**config.mk**
```make
export PLATFORM = sky130hd
export DESIGN_NAME = series_controller
export DESIGN_NICKNAME = d
export VERILOG_FILES = /design/src/rtl/series_controller.sv
export SDC_FILE = /design/constraint.sdc
export NUM_CORES = 1
export LEC_CHECK = 0
export ABC_AREA = 1
export CAP_MARGIN = 20
export CORE_MARGIN = 2
export CORE_UTILIZATION = 42
export CTS_CLUSTER_DIAMETER = 80
export CTS_CLUSTER_SIZE = 30
export DETAILED_ROUTE_END_ITERATION = 8
export PLACE_DENSITY = 0.81
export SYNTH_ARGS = -nofsm -noshare
export SYNTH_HDL_FRONTEND = slang
export SYNTH_SLANG_ARGS = --single-unit
```
**constraint.sdc**
```tcl
create_clock -name clock -period 1.55 [get_ports clock]
set_input_delay 0.31 -clock clock [delete_from_list [all_inputs] [get_ports clock]]
set_output_delay 0.31 -clock clock [all_outputs]
set_load 0.005 [all_outputs]
```
**src/rtl/series_controller.sv**
```systemverilog
// Sequencer for the cosh/sinh Taylor-series datapath (x2, temp, accumulator).
// Define SERIES_ABORT_EN to add an abort input that cancels a running series.
module series_controller #(
  parameter int TERMS = 8,
  parameter int CNT_W = 4
) (
  input  logic             clock,
  input  logic             reset,
  input  logic             start,
  input  logic             mode,
`ifdef SERIES_ABORT_EN
  input  logic             abort,
`endif
  output logic [CNT_W-1:0] count,
  output logic             mode_q,
  output logic             xsel,
  output logic             x2sel,
  output logic             tempsel,
  output logic             romsel,
  output logic             x2ln,
  output logic             x2init0,
  output logic             x2init1,
  output logic             templn,
  output logic             tempinit0,
  output logic             tempinit1,
  output logic             addln,
  output logic             addinit0,
  output logic             addinit1,
  output logic             firstterm,
  output logic             busy,
  output logic             ready
);

  typedef enum logic [2:0] {
    IDLE, LOAD, ADD, MULX, MULR, DONE
  } state_t;

  localparam logic [CNT_W-1:0] LAST = CNT_W'(TERMS - 1);

  state_t state, next;
  logic   accept;
  logic   abort_hit;

  assign accept = (state == IDLE) && start;

`ifdef SERIES_ABORT_EN
  assign abort_hit = abort && (state == LOAD || state == ADD ||
                               state == MULX || state == MULR);
`else
  assign abort_hit = 1'b0;
`endif

  always_ff @(posedge clock or negedge reset) begin
    if (!reset) state <= IDLE;
    else        state <= next;
  end

  always_comb begin
    next = state;
    unique case (state)
      IDLE:    if (start) next = LOAD;
      LOAD:    next = ADD;
      ADD:     next = (count == LAST) ? DONE : MULX;
      MULX:    next = MULR;
      MULR:    next = ADD;
      DONE:    next = IDLE;
      default: next = IDLE;
    endcase
    if (abort_hit) next = IDLE;
  end

  always_ff @(posedge clock or negedge reset) begin
    if (!reset) begin
      count  <= '0;
      mode_q <= 1'b0;
      ready  <= 1'b0;
    end else begin
      if (accept) begin
        count  <= '0;
        mode_q <= mode;
        ready  <= 1'b0;
      end else if (abort_hit) begin
        count  <= '0;
      end else if (state == MULR) begin
        count  <= count + CNT_W'(1);
      end
      if (state == DONE) ready <= 1'b1;
    end
  end

  always_comb begin
    xsel      = 1'b0;
    x2sel     = 1'b0;
    tempsel   = 1'b0;
    romsel    = 1'b0;
    x2ln      = 1'b0;
    x2init0   = 1'b0;
    x2init1   = 1'b0;
    templn    = 1'b0;
    tempinit0 = 1'b0;
    tempinit1 = 1'b0;
    addln     = 1'b0;
    addinit0  = 1'b0;
    addinit1  = 1'b0;
    firstterm = 1'b0;
    busy      = 1'b0;
    unique case (state)
      LOAD: begin
        busy      = 1'b1;
        x2ln      = 1'b1;
        addinit0  = 1'b1;
        templn    = 1'b1;
        // cosh seeds temp with 1.0, sinh seeds it with x
        tempinit1 = !mode_q;
        xsel      = mode_q;
      end
      ADD: begin
        busy      = 1'b1;
        addln     = 1'b1;
        firstterm = (count == '0);
      end
      MULX: begin
        busy    = 1'b1;
        templn  = 1'b1;
        tempsel = 1'b1;
      end
      MULR: begin
        busy   = 1'b1;
        templn = 1'b1;
        romsel = 1'b1;
      end
      default: ;
    endcase
  end

endmodule

```
==> results <==
[power by group through the flow]
| stage | logic [uW] | registers (uW) | clock network (uW) |
|---|---|---|---|
| 6_report | 1450 | 419 | 187 |
| 5_1_grt | 1550 | 429 | 201 |
| 4_1_cts | 1290 | 399 | 189 |
| 3_5_place_dp | 979 | 420 | 0 |
| 3_3_place_gp | 971 | 408 | 0 |
| 2_1_floorplan | 387 | 441 | 0 |
[sequential cells by signal, summed over array words and instances, names as in the netlist]
| name | flops |
|---|---|
| count | 4 |
| ready | 1 |
| state | 3 |
| mode_q | 1 |
[cells by family after synthesis]
group | Yosys count | share of synthesized area
xor+xnor | 1 | 0.0160
other cells | 1 | 0.00686
flops | 9 | 0.412
compound gates | 6 | 0.0664
fa+ha+maj | 2 | 0.0458
buf+inv | 18 | 0.165
simple gates | 34 | 0.288
[area by class of cell]
cell class | instances | share of cell area
inverters | 12 | 0.0496
multi-input cells | 48 | 0.301
clock buffers | 3 | 0.0223
clock inverters | 1 | 0.00496
flip-flops and latches | 9 | 0.227
well taps | 15 | 0.0186
repair buffers | 48 | 0.377
[routing by layer]
metal | vias to the layer above | track usage
met5 | - | 0
met1 | 308 | 0.293
li1 | 313 | -
met4 | 0 | 0.224
met2 | 30 | 0.440
met3 | 8 | 0.0500
[stage by stage]
stage | TNS (ps) | worst slack, ps
finish | -194 | -67.1
CTS | -323 | -114
global route | -460 | -107
floorplan | 0 | 397
global placement | -218 | -65.8
detailed placement | -330 | -80.3
[synthesized netlist by cell type, drive strengths merged]
master | n | share of area
nand2 | 17 | 0.12
inv | 12 | 0.082
nand3 | 10 | 0.10
dfrtp | 9 | 0.41
buf | 6 | 0.082
nor2 | 6 | 0.059
o21ai | 5 | 0.053
ha | 2 | 0.046
conb | 1 | 0.0069
nand4 | 1 | 0.011
o211ai | 1 | 0.014
xnor2 | 1 | 0.016
[worst max-delay path, cell delays in order (launching register included)]
cell and delay, ps:
dfrtp_2 430, buf_6 130, inv_4 50, buf_6 90
nand3_4 90, nor2_4 130, buf_2 120
[timing repair]
action                                 in CTS  in global routing
endpoints found under the hold margin       0                  0
setup buffers                              15                  3
setup endpoints to repair                  13                 11
gates resized for setup                    50                 14
pin swaps                                   4                  7
[final timing paths]
kind | start | to | cells past startpoint | slack (ps)
max in group asynchronous | reset | state[0] | 1 | 900
worst max-delay path | state[1] | tempinit1 | 6 | -70
worst min register to register | ready | ready | 2 | 500
worst min-delay path | reset | state[2] | 1 | 330
worst max register to register | state[1] | mode_q | 8 | 220
min in group clock | ready | ready | 2 | 500
==> impl_metrics.json <==
{
  "cap_violations": 0,
  "final_util": 0.806,
  "antenna_left": 0,
  "layout_common_cells": "24 x buf_4, 15 x nand2_1, 7 x inv_1, 7 x nand3_1, 7 x buf_2",
  "period_minus_slack_ps": 1620,
  "clock_power_share": 0.091,
  "area_delta_synth_final_pct": 84.7,
  "yosysWarningCount": 0,
  "grt_usage": 0.267,
  "syn_inst": 71,
  "cp.arrival_ps": 1310,
  "place_congestion": 0.771,
  "cts-root-buf": "clkbuf_4",
  "setup_viol": 5,
  "synth_seq_cells": 9,
  "fin_total_pwr_uw": 2060,
  "core_sq_mm": 0.00125,
  "top_layer": "met4",
  "cts_made_buffers": 3,
  "clock_latency_ps": 270,
  "drc": 0,
  "yosysSeqAreaShare": 0.412,
  "clk_pin_slew_ps": 70,
  "drv_slew": 0,
  "die_h_microns": 40.1,
  "layout.cells.non_filler": 136,
  "row_count": 13,
  "power_density_mw_per_mm2": 2040,
  "peakVddDrop_uv": 1100,
  "grt-ovfl-total": 0,
  "intPower_uw": 1200,
  "synthesis.area_sq_um": 547,
  "critPathLaunchType": "flip-flop",
  "grt_max_degree": 10,
  "fillers": 84,
  "sequentialPowerShare": 0.204,
  "synth_area_per_cell_sq_um": 7.70,
  "port_buffers": 19,
  "yosysUniqueCellTypes": 18,
  "p_comb_frac": 0.705,
  "antenna_cells": 0,
  "status": "finished, violations left",
  "wl_per_cell_microns": 13.3,
  "layout-drive-gt1-share": 0.504,
  "postCtsHoldBufs": 0,
  "rsz0062_at_grt": "true",
  "wl_microns": 1800,
  "first_pass_iters": 5,
  "die_w_microns": 40.1,
  "period_share": 1.04,
  "viasPerCell": 4.85,
  "hp-class": "primary input to async pin",
  "nets": 128,
  "multi_input_area_sq_um": 304,
  "fmax_mhz": 618,
  "cts_num_sinks": 9,
  "skew_ps": 6.96,
  "grt_pass1_wl_microns": 2750,
  "dieArea_sq_mm": 0.00161,
  "wl_met1_microns": 713,
  "antenna_found_initial": 0,
  "drt_iter0_drc": 26,
  "dp.final_hpwl_microns": 987,
  "switchingPower_uw": 855,
  "clockBufferDepth": 2,
  "vias": 659,
  "floorplan.initialDensity": 0.437,
  "cts_tree": "built",
  "worstPathRequired_ps": 1240,
  "htreeDepth": 1,
  "leakage_uw": 0.000580,
  "grt_pass1_vias": 637,
  "place_area_sq_um": 808,
  "swShare": 0.416,
  "met3_wirelength_microns": 94,
  "endpoint_kind": "primary output",
  "io_pins": 25,
  "final_common_cell": "buf_4",
  "design_area_sq_mm": 0.00101,
  "hold_slack_ps": 333,
  "crit_fanout": 4,
  "violations": "setup timing",
  "criticalPathCategory": "flip-flop to primary output",
  "seqCellArea_sq_um": 229,
  "wl_met2_microns": 960,
  "finalWorstSetupSlack_ps": -67.1,
  "hold_violations": 0,
  "placed_cells": 114
}
Power figures use the tool's default switching activity.
==> RTL change 1: new RTL, config.mk and constraints unchanged <==
The 6 states of `state_t` get a one-hot encoding in 6 bits.
--- a/src/rtl/series_controller.sv
+++ b/src/rtl/series_controller.sv
@@ -33,4 +33,4 @@
 
-  typedef enum logic [2:0] {
-    IDLE, LOAD, ADD, MULX, MULR, DONE
+  typedef enum logic [5:0] {
+    IDLE = 6'b000001, LOAD = 6'b000010, ADD = 6'b000100, MULX = 6'b001000, MULR = 6'b010000, DONE = 6'b100000
   } state_t;
Behaviour: no difference found for any inputs over 10 cycles, from zero or initial values and one cycle with reset low; not proved beyond that.
==> RTL change 1 against the original RTL <==
The flow still finishes with violations (negative setup slack). Sequential share of layout area increased by 0.35 points. Total power decreased by 22%. Design area increased by 30%. Clock power increased by 41%. Largest cell class unchanged. Worst setup slack got worse by 0.14 ns. Clock skew decreased by 0.0024 ns. Synthesized cell count increased by 18%. Final cell count increased by 18%. Sequential cell count increased by 3. Synthesized area increased by 35%. Global-route usage decreased by 5.0 points. Wire length increased by 34%.
==> RTL change 1: results (changes against the original RTL) <==
outcome finished, violations left; failing checks negative setup slack; H-tree levels 1 (unchanged); initial antenna violation count 0 (unchanged); Overall Global Routing Usage 0.217 (-0.0496); 1st-iter DRT viols 13 (-50%); placed cells 133 (+17%); Post-synth ARST share 1.00 (unchanged); Leak 0.716 nW (+24%); Top FF cell, synth dfrtp_1; first-pass GRT wire length 3.17 mm (+16%); Synth top cells by count 14 x inv_1, 11 x dfrtp_1, 10 x nand2_1; setup violators final 11 (+6); dpl hpwl 1.21 mm (+23%); Net count, final 150 (+17%); CTS tree built; library cells used by synthesis 26 (+8); Worst Skew 0.00460 ns (-0.00236 ns); Filler cells 105 (+25%); Worst Path Max Fanout 4 (unchanged); clock slew at reported path FFs 0.09 ns (+0.02 ns); Placed Instance Area 0.00103 mm² (+28%); wire length per cell 15.1 µm (+14%); Via density 4.97 (+2.5%); worst hold-check path type primary input to asynchronous set/reset pin; Non-Filler Instances 160 (+18%); Seq/Total Area, Yosys 0.409 (-0.00273); setup tns final -1.79 ns (-1.59 ns); 1st-pass router iterations 4 (-1); dpl ws -0.192 ns (-0.112 ns); largest registers state x6, count x4; Synth area leaders dfrtp_1 37%, inv_1 7.1%, buf_4 6.1%; share of cells above drive strength 1 0.531 (+0.0273); Tot Pwr 0.00160 W (-22%); reg-to-reg slack, setup -0.20 ns (-0.42 ns); gp weighted congestion 0.916 (+19%); Avg Cell Area, Syn 8.77 µm² (+14%); IR drop worst, VDD 0.000815 V (-26%); vias in the first global route 728 (+14%); Setup WS post-layout -0.210 ns (-0.143 ns); largest net degree at the start of global routing 13 (+3); area grow syn2layout 78.4%; Clk Latency, worst-skew pair 0.28 ns; Hold Slack 0.314 ns (-0.0185 ns)
-- RTL change 1: cell count changes in the layout (fill, tap and decap cells not counted), moves of 4 or more --
cell / unedited run / this run
nor2_1: 1 / 7
inv_1: 7 / 11
buf_6: 5 / 18
nand2_1: 15 / 10
dfrtp_1: 6 / 10
-- RTL change 1: worst paths after layout --
path,startpoint,to,cells past startpoint
setup / recovery,state[5],busy,6
hold / removal,reset,state[1],2
setup reg to reg,state[0],state[0],10
hold reg to reg,ready,ready,2
max in group asynchronous,reset,state[0],2
min in group clock,ready,ready,2
-- RTL change 1: repair_timing --
| item | CTS | global route |
|---|---|---|
| gates resized for setup | 61 | 16 |
| buffers inserted | 18 | 9 |
| setup endpoints to repair | 14 | 11 |
| pin swaps | 10 | 9 |
| hold buffers | 0 | 0 |
-- RTL change 1: power breakdown --
part           internal (W)  leakage [nW]  switching (W)
clock network      0.000143        0.0210       0.000119
registers          0.000374         0.160      0.0000627
logic              0.000483         0.536       0.000422
-- RTL change 1: final cells by class --
class | count | area share
clock buffers | 4 | 0.0276
inverters | 16 | 0.0523
multi-input cells | 54 | 0.293
flip-flops and latches | 12 | 0.230
well taps | 17 | 0.0162
repair buffers | 57 | 0.381
-- RTL change 1: layer usage --
metal,vias up,global-route usage,routed length (µm)
li1,374,-,-
met1,376,0.241,935
met2,36,0.383,1300
met3,9,0.0238,107
met4,0,0.143,78
met5,-,0,0
-- RTL change 1: logic make-up (layout without fill, tap and decap cells) --
| family | Yosys count | after routing | synth area share |
|---|---|---|---|
| AND/OR/NAND/NOR | 40 | 40 | 0.338 |
| flip-flops | 12 | 12 | 0.409 |
| AO/OA/AOI/OAI | 7 | 7 | 0.0628 |
| adder cells (fa/ha/maj) | 2 | 2 | 0.0340 |
| buffers and inverters | 22 | 77 | 0.151 |
| other | 1 | 5 | 0.00509 |
==> RTL change 2: new RTL, same settings <==
Made on the original files. `CNT_W`: 4 -> 5.
--- a/src/rtl/series_controller.sv
+++ b/src/rtl/series_controller.sv
@@ -4,3 +4,3 @@
   parameter int TERMS = 8,
-  parameter int CNT_W = 4
+  parameter int CNT_W = 5
 ) (
Interface: changed (resized count); port bits go from 25 to 26. No check against the original RTL was run, so the function may have changed too.
==> RTL change 2 against the original RTL <==
The run still ends with negative setup slack left. Core utilization shrank 6.4 points. Total power shrank 10%. Synthesized area grew 15%. Worst setup slack better by 0.023 ns. Wire length fell by 5.4%. Sequential cell count rose by 1. Clock power grew 29%. Design area decreased by 0.74%. Critical path type unchanged. Largest power group unchanged.
==> RTL change 2: results (changes against the original RTL) <==
share of cells above drive strength 1 0.391 (-0.114); Leak 0.625 nW (+7.8%); Via density 4.72 (-2.6%); Setup WS post-layout -0.0439 ns (+0.0231 ns); Non-Filler Instances 143 (+5.1%); dpl hpwl 1.12 mm (+13%); mapped cell area 629 µm² (+15%); Synth top cells by count 26 x nand2_1, 11 x inv_1, 10 x dfrtp_1; Worst Path Max Fanout 3 (-1); gp weighted congestion 0.825 (+7.0%); Internal 0.00111 W (-8.0%); 1st-iter DRT viols 15 (-42%); library cells used by synthesis 19 (+1); grt met2 use 0.348 (-0.0910); ClkCell Share 0.0362 (+0.00894); Avg Cell Area, Syn 7.32 µm² (-5.0%); Hold Slack 0.359 ns (+0.0257 ns); reg-to-reg startpoint count[0]; Synth area leaders dfrtp_1 40%, nand2_1 16%, buf_4 7.2%; met2 wire len 842 µm (-12%); IO buf count 20 (+1); met1 wire length 699 µm (-2.0%); largest net degree at the start of global routing 11 (+1); adder-cell area share of the yosys netlist 0.0398 (-0.00601); Filler cells 104 (+24%); final WL 1.71 mm (-5.4%); non-clock buffer share of cell area 0.327 (-0.0496); count of plain and timing-repair buffers 41 (-15%); setup tns final -0.0880 ns (+0.106 ns); clkbuf count 4 (+1); multi-input logic area 308 µm² (+1.2%); slowest stage delay, CP 0.44 ns; multi-input gates 58 (+21%); outcome finished, violations left; Sink Count 10 (+1); Reg2Reg Capture Point state[1]; Largest register FFs 5 (+1); Overall Global Routing Usage 0.204 (-0.0631); Compound-Gate Fraction of Synth Area 0.0636 (-0.00274); Placed Instance Area 896 µm² (+11%); 1st-pass router iterations 4 (-1); Data arrival, critical path 1.28 ns (-0.03 ns); first-pass GRT wire length 2.75 mm (+0.25%); setup violators final 3 (-2); Seq/total area 0.252 (+0.0254); largest registers count x5, state x3; reg2reg path depth 7 (-1); routed wl met3 137 µm (+46%); fin area 0.00100 mm² (-0.74%); Worst Skew 0.00295 ns (-0.00401 ns); IR drop worst, VDD 0.00112 V (+1.6%); vias in the first global route 623 (-2.2%); dpl ws -0.130 ns (-0.0496 ns); failing checks negative setup slack; reg-to-reg slack, setup 0.34 ns (+0.12 ns); Seq/Total Area, Yosys 0.398 (-0.0143); Signal inverters 15 (+3); met3 Usage GRT 0.0596 (+0.00957); placed cells 129 (+13%)
-- RTL change 2: critical path, delay by kind of cell (launching register included) --
family	cells	cell delay (ns)
flops	1	0.44
buf+inv	3	0.29
simple gates	3	0.24
compound gates	1	0.04
-- RTL change 2: power by group through the flow --
stage	registers [W]	clock network (W)	logic [W]
after CTS	0.000442	0.000244	0.00113
after global routing	0.000458	0.000264	0.00127
after floorplan	0.000463	0	0.000422
after detailed placement	0.000444	0	0.00103
final	0.000448	0.000242	0.00116
after global placement	0.000434	0	0.00100
-- RTL change 2: how the worst max path moves through the flow --
stage                     slack [ns]      to
after global placement         -0.09  templn
after detailed placement       -0.13  templn
after global routing           -0.11  templn
after CTS                      -0.02  templn
after floorplan                 0.41    x2ln
final                          -0.04  templn
-- RTL change 2: timing repair --
action | 4_1_cts | 5_1_grt
setup endpoints to repair | 14 | 9
endpoints found under the hold margin | 0 | 0
setup buffers | 9 | 1
pin swaps | 4 | 0
resized for setup | 42 | 7
